### src/rtl/rv32_pkg.sv
// Shared RV32 fetch definitions: NOP encoding, fetch FSM states,
// default reset vector and the fetch address legality helper.
package rv32_pkg;

  localparam logic [31:0] NOP = 32'h0000_0013;
  localparam logic [31:0] DEFAULT_RESET_PC = 32'h0000_0000;

  typedef enum logic [1:0] {
    FS_BOOT,
    FS_RUN,
    FS_FAULT
  } fetch_state_e;

  function automatic logic addr_bad(
    input logic [31:0] a,
    input logic [31:0] lim
  );
    return (a[1:0] != 2'b00) || (a >= lim);
  endfunction

endpackage

### src/rtl/instruction_fetch_unit_if_id_pipe_reg.sv
// IF/ID pipeline register: flush wins over load, otherwise hold.
// Flush clears valid and the instruction but keeps the pc fields.
module if_id_pipe_reg
  import rv32_pkg::*;
(
  input  logic        clk_i,
  input  logic        rst_ni,
  input  logic        load_i,
  input  logic        flush_i,
  input  logic [31:0] pc_i,
  input  logic [31:0] instr_i,
  output logic        valid_o,
  output logic [31:0] pc_o,
  output logic [31:0] pc_plus4_o,
  output logic [31:0] instr_o
);

  logic        valid_q;
  logic [31:0] pc_q;
  logic [31:0] pc4_q;
  logic [31:0] instr_q;

  always_ff @(posedge clk_i) begin
    if (!rst_ni) begin
      valid_q <= 1'b0;
      pc_q    <= '0;
      pc4_q   <= '0;
      instr_q <= NOP;
    end else if (flush_i) begin
      valid_q <= 1'b0;
      instr_q <= NOP;
    end else if (load_i) begin
      valid_q <= 1'b1;
      pc_q    <= pc_i;
      pc4_q   <= pc_i + 32'd4;
      instr_q <= instr_i;
    end
  end

  assign valid_o    = valid_q;
  assign pc_o       = pc_q;
  assign pc_plus4_o = pc4_q;
  assign instr_o    = instr_q;

endmodule

### src/rtl/instruction_fetch_unit.sv
// Single-issue instruction fetch: pc register, BOOT/RUN/FAULT FSM,
// redirect/stall handling and delivered-instruction counter.
module instruction_fetch_unit
  import rv32_pkg::*;
#(
  parameter logic [31:0] RESET_PC   = DEFAULT_RESET_PC,
  parameter int          IMEM_WORDS = 256
) (
  input  logic        clk,
  input  logic        reset_n,
  output logic [31:0] imem_addr,
  input  logic [31:0] imem_instr,
  input  logic        stall,
  input  logic        redirect_valid,
  input  logic [31:0] redirect_target,
  output logic        if_id_valid,
  output logic [31:0] if_id_pc,
  output logic [31:0] if_id_pc_plus4,
  output logic [31:0] if_id_instr,
  output logic        fetch_fault,
  output logic [31:0] fetch_count
);

  localparam logic [31:0] LIMIT = 32'(IMEM_WORDS) << 2;

  fetch_state_e state_q, state_d;
  logic [31:0]  pc_q, pc_d;
  logic [31:0]  fetch_count_q, fetch_count_d;
  logic [31:0]  pc_plus4;
  logic         load, flush;
  logic         run_redir, run_fetch, in_fault;

  assign pc_plus4  = pc_q + 32'd4;
  assign run_redir = (state_q == FS_RUN) && redirect_valid;
  assign run_fetch = (state_q == FS_RUN) && !redirect_valid
                  && !stall && !addr_bad(pc_q, LIMIT);
  assign in_fault  = (state_q == FS_FAULT);

  always_ff @(posedge clk) begin
    if (!reset_n) state_q <= FS_BOOT;
    else          state_q <= state_d;
  end

  always_comb begin
    state_d = state_q;
    unique case (state_q)
      FS_BOOT: state_d = FS_RUN;
      FS_RUN: begin
        if (redirect_valid) begin
          if (addr_bad(redirect_target, LIMIT))
            state_d = FS_FAULT;
        end else if (!stall) begin
          // no silent wrap: the last word is delivered, then we fault
          if (addr_bad(pc_q, LIMIT) || addr_bad(pc_plus4, LIMIT))
            state_d = FS_FAULT;
        end
      end
      FS_FAULT: state_d = FS_FAULT;
      default:  state_d = FS_FAULT;
    endcase
  end

  always_comb begin
    load          = 1'b0;
    flush         = 1'b0;
    pc_d          = pc_q;
    fetch_count_d = fetch_count_q;
    unique case (1'b1)
      run_redir: begin
        flush = 1'b1;
        pc_d  = redirect_target;
      end
      run_fetch: begin
        load          = 1'b1;
        pc_d          = pc_plus4;
        fetch_count_d = fetch_count_q + 32'd1;
      end
      in_fault: flush = 1'b1;
      default: ;
    endcase
  end

  always_ff @(posedge clk) begin
    if (!reset_n) begin
      pc_q          <= RESET_PC;
      fetch_count_q <= '0;
    end else begin
      pc_q          <= pc_d;
      fetch_count_q <= fetch_count_d;
    end
  end

  if_id_pipe_reg u_if_id (
    .clk_i      (clk),
    .rst_ni     (reset_n),
    .load_i     (load),
    .flush_i    (flush),
    .pc_i       (pc_q),
    .instr_i    (imem_instr),
    .valid_o    (if_id_valid),
    .pc_o       (if_id_pc),
    .pc_plus4_o (if_id_pc_plus4),
    .instr_o    (if_id_instr)
  );

  assign imem_addr   = pc_q;
  assign fetch_fault = in_fault;
  assign fetch_count = fetch_count_q;

endmodule

### config.mk
export PLATFORM = sky130hd
export DESIGN_NAME = instruction_fetch_unit
export DESIGN_NICKNAME = d
export VERILOG_FILES = /design/src/rtl/rv32_pkg.sv /design/src/rtl/instruction_fetch_unit_if_id_pipe_reg.sv /design/src/rtl/instruction_fetch_unit.sv
export SDC_FILE = /design/constraint.sdc
export NUM_CORES = 1
export LEC_CHECK = 0
export CORE_MARGIN = 2
export CORE_UTILIZATION = 38
export DETAILED_ROUTE_END_ITERATION = 7
export PLACE_DENSITY = 0.72
export SYNTH_ARGS = -nofsm -noshare
export SYNTH_HDL_FRONTEND = slang
export SYNTH_SLANG_ARGS = --single-unit
### constraint.sdc
create_clock -name clk -period 1.95 [get_ports clk]
set_clock_uncertainty 0.1 [all_clocks]
set_input_delay 0.39 -clock clk [delete_from_list [all_inputs] [get_ports clk]]
set_output_delay 0.39 -clock clk [all_outputs]
set_load 0.005 [all_outputs]
Yosys cells after proc, flatten, opt, wreduce, memory -nomap -nowiden
Cells that the tools add are included.
- register bits after elaboration: 163
- bits in latches: 0
- RAM bits: 0
- bits in read-only memories: 0
- input bits: 68
- output and inout bits: 162
- logic and storage cells: 47
- memories kept: 0
- add/subtract/negate cells: 2
- multipliers: 0
- div/mod/pow operators: 0
- magnitude comparators: 3
- equal/unequal tests: 5
- shift-type cells: 0
- multiplexer cells: 8
- bitwise gates (word level): 2
- reductions and logical operators: 20
- operators with widths (kind ; number):
    32-bit by 11-bit greater-or-equal comparator with 1-bit output (second input constant) ; 3
    32-bit one-hot mux with 2 select lines ; 1
    32-bit by 1-bit adder with 32-bit output (second input constant) ; 1
    32-bit by 3-bit adder with 32-bit output (second input constant) ; 1
    2-bit 2-to-1 mux ; 4
    2-bit nonzero test ; 4
    3-bit by 2-bit inequality test with 1-bit output (second input constant) ; 2
    1-bit logical AND ; 4
    1-bit logical OR ; 4
    2-bit one-hot mux with 2 select lines ; 1
    2-bit OR reduction ; 2
    1-bit logical NOT ; 3
    3-bit inequality test (second input constant) ; 1
    3-bit AND reduction ; 1
    2-bit by 1-bit == test with 1-bit output (second input constant) ; 1
    2-bit == test (second input constant) ; 1
    2-bit logical NOT ; 1
    1-bit 2-to-1 mux ; 2
    1-bit NOT ; 2
    2-bit AND reduction ; 1

Longest topological paths before layout
- depth in word-level cells: 8
- mapped depth: 9
- mapped depth without buffers: 6

By module
From an unflattened synthesis, not the netlist that was laid out.
- cell total of the unflattened synthesis: 839
- area total of the unflattened synthesis: 7019.2 µm²
- modules (own cells, without submodules) (module ; times used ; cells an instance ; area an instance (µm²)):
    if_id_pipe_reg ; 1 ; 460 ; 3942.5
    instruction_fetch_unit ; 1 ; 379 ; 3076.7

Least setup slack after synthesis
No wires, ideal clock.
- path kind: reg-to-reg
- start point: reg pc_q[16], in the netlist imem_addr[16]
- end point: reg fetch_count_q[15], in the netlist fetch_count[15]
- data arrival time: 1.959 ns
- data required time: 1.722 ns
- path slack: -0.237 ns
- stages on the path, launching flop included: 7
- path buffers: 1
- period minus slack after synthesis: 2.187 ns
- cell sequence: dfxtp_1 or4_4 or4_1 buf_4 nor4_4 xnor2_1 nor2_1
- cells in the longest elaborated chain, start to end: 4
- ends and longest elaborated chain (item ; RTL line ; source):
    start: declaration ; instruction_fetch_unit.sv:27 ; logic [31:0] pc_q, pc_d;
    start signal: assignment ; instruction_fetch_unit.sv:88 ; pc_q <= pc_d;
    32-bit by 11-bit greater-or-equal comparator with 1-bit output ; rv32_pkg.sv:18 ; return (a[1:0] != 2'b00) || (a >= lim);
    1-bit logical OR ; rv32_pkg.sv:18 ;
    1-bit logical NOT ; instruction_fetch_unit.sv:36 ; && !stall && !addr_bad(pc_q, LIMIT);
    1-bit logical AND ; instruction_fetch_unit.sv:36 ;
    end signal: assignment ; instruction_fetch_unit.sv:89 ; fetch_count_q <= fetch_count_d;
    end: declaration ; instruction_fetch_unit.sv:28 ; logic [31:0] fetch_count_q, fetch_count_d;
Every way passes these cells.
A chain may end at the register's enable or synchronous reset.

Worst setup path in the final report
- start point: reg pc_q[16], in the netlist imem_addr[16]
- end point: reg fetch_count_q[4], in the netlist fetch_count[4]
Same word-level chain as after synthesis.

==> results.toml <==
[clocking]
numCtsBuffers = 17
htreeDepth = 4
cts_tree = "built"
cts-root-buf = "clkbuf_16"
cts_sinks = 161
clkLatencyLatePin_ns = 0.42
clock_path_buffers = 2
cts_hold_buf = 0
cts.clk_slew.worst_paths_ns = 0.06

[outcome]
run_status = "finished with violations"
violations = "setup timing"

[setup_path]
reg2reg_from = "imem_addr[16]"
cp_num_buf_inv = 2
cp_slowest_stage_delay_ns = 0.62
crit_type = "flip-flop to flip-flop"
slowest_stage = "or4_4"
cpMostUsedCell = "or4_4"
cp.arrival_ns = 2.51
worstPathMaxFanout = 6
crit_start = "imem_addr[16]"
critPathLaunchType = "flip-flop"
crit_family = "simple AND/OR/NAND/NOR gates"
end_kind = "flip-flop"
cp_cell_sequence = "or4_4 -> nor3_4 -> buf_6 -> nand3_4 -> buf_12 -> or4_4 -> nand2_1"
worstPathRequired_ns = 2.21

[finish]
nets = 1077
syn_to_final_growth_pct = 76.7
multi_input_area_um2 = 3180
fillers = 1197
layout_common_cells = "clkdlybuf4s50_1 (224), dfxtp_1 (146), nand2_1 (128), buf_4 (74), a21oi_1 (52)"
layout_commonest_cell = "clkdlybuf4s50_1"
diodes = 0
final_util_pct = 68.1
instances_no_fill = 1235
seq_area_um2 = 3240
drive_above_1_share_pct = 25.8

[logic_synthesis]
avgSynthCellArea_um2 = 8.60
synth_compound_area_share_pct = 10.9
synth_cell_types = 43
synthAdderAreaFrac_pct = 0.618
ys_warn_count = 0
synthSimpleGateAreaFrac_pct = 28.1
synth_area_um2 = 6080
ys.flop_type = "dfxtp_1"
async_reset_ff_share_pct = 0
synth-seq-area-share_pct = 53.0
synth-edff-count = 0
synth_xor_xnor_area_share_pct = 2.74
synth_top_family_by_area = "simple AND/OR/NAND/NOR gates"
mappedNetlistNets = 778
ys_ff_latch = 161
syn_inst = 707
synth.area.mux_share_pct = 0.165

[place]
io_buffers = 229
dp.cells = 1178
place.gp.congestion = 0.787
hpwl_mm = 12.8

[pwr]
p_sw_w = 0.00189
power_w = 0.00791
clockPowerShare_pct = 44.5
power_frac_seq_pct = 43.0
p_leak_nw = 4.12
intPower_w = 0.00602
sw_frac_of_total_pct = 23.9
irDropWorstVdd_uv = 556
combPwrFrac_pct = 12.5
power.density_nw_per_um2 = 737

[timing]
period_minus_slack_ns = 2.25
worst_slew_pin_slew_ns = 0.594
hold_violations = 0
rsz0062_at_grt = "true"
worst_slack_ns = -0.299
fin_crit_sh_pct = 115
max_freq_mhz = 445
maxSlewViolCount = 0
hold_ws_ns = 0.276
setup_tns_ns = -29.91
setup_viol = 135
relSlewSlack_pct = 60.4

[floorplan]
std_cell_rows = 46
dieArea_um2 = 17000
die_x_um = 130
num_io_pins = 230
coreArea_um2 = 15800
die_height_um = 130
initial_utilization_pct = 38.5

[route]
wl_per_cell_um = 16.8
routed_wl_mm = 20.8
route.detailed.drc = 0
drt_first_pass_iters = 4
ant_nets = 0
vias = 6230
vias_per_cell = 5.04
drt-initial-drc-count = 398

[grt]
grt_first_pass_wirelength_mm = 30.9
grt_max_degree = 60
antenna_found_initial = 0
grt-ovfl-total = 0
grt_usage_pct = 23.3
grt_pass1_vias = 6012

[min_path]
hold_path.class = "primary input to flip-flop"
min_from = "reset_n"

[job]
maxCapViolations = 0
-- timing repair --
| item | CTS | global route |
|---|---|---|
| pin swaps | 22 | 47 |
| cloned | 10 | 2 |
| endpoints found under the setup margin | 138 | 147 |
| buffers inserted | 13 | 5 |
| resized for setup | 39 | 128 |
-- tightest hold or removal path, cell delays in order --
cell     delay (ns)
buf_2          0.11
inv_2          0.09
or4_4          0.12
nand2_1        0.03
-- layer usage --
metal | vias up | routed length (µm) | global-route usage [%]
li1 | 3041 | - | -
met1 | 2946 | 8830 | 28.8
met2 | 200 | 10000 | 38.8
met3 | 43 | 1360 | 6.47
met4 | 0 | 542 | 9.07
met5 | - | 0 | 0
-- per-stage QoR --
stage          setup WS, ns  instance area [µm²]
5_1_grt              -0.371                10700
6_report             -0.299                10700
2_1_floorplan        -0.188                 6240
4_1_cts              -0.260                10300
3_5_place_dp         -0.475                 9150
3_3_place_gp         -0.441                 9150
-- logic make-up (layout without fill, tap and decap cells) --
| logic type | after synthesis | in the layout |
|---|---|---|
| compound gates | 121 | 121 |
| xor+xnor | 19 | 19 |
| fa+ha+maj | 3 | 3 |
| buf+inv | 64 | 375 |
| flops | 161 | 161 |
| mux | 1 | 1 |
| simple gates | 338 | 339 |
-- power groups by stage --
stage	Clock, W	Sequential [W]	Combinational [W]
after CTS	0.00357	0.00339	0.000926
after detailed placement	0	0.00346	0.000802
after floorplan	0	0.00347	0.000326
after global placement	0	0.00346	0.000801
final	0.00352	0.00340	0.000989
after global routing	0.00369	0.00340	0.00106
-- flip-flops by register name, summed over array words and instances (netlist names) --
name,flops
fetch_count,32
imem_addr,32
u_if_id.instr_o,32
u_if_id.pc_plus4_o,32
u_if_id.pc_o,30
state_q,2
u_if_id.valid_o,1
-- Yosys cell counts, types with 6 or more instances --
cell,count,area [µm²]
a21oi_1,81,405
and3_1,55,344
and4_1,6,52.6
buf_2,9,45.0
clkbuf_1,38,143
dfxtp_1,161,3220
inv_1,10,37.5
nand2_1,160,601
nand3_1,23,115
nand4_1,11,68.8
nor2_1,24,90.1
nor3_1,9,45.0
nor4_1,11,68.8
o21ai_0,17,85.1
or3_1,13,81.3
xnor2_1,19,166
-- area by class of cell --
type                       instances  area share [%]
clock buffer                      19            4.03
sequential                       161            30.2
clock inverter                    13            1.71
timing repair buffer             332            31.6
tap                              216            2.52
multi-input combinational        483            29.6
inverter                          11           0.384
-- final timing paths --
path	endpoint	slack, ns	cells past startpoint
setup / recovery	fetch_count[4]	-0.30	7
hold / removal	fetch_count[4]	0.28	4
setup reg to reg	fetch_count[4]	-0.30	7
hold reg to reg	u_if_id.instr_o[8]	0.36	2
(Power assumes the default switching activity.)
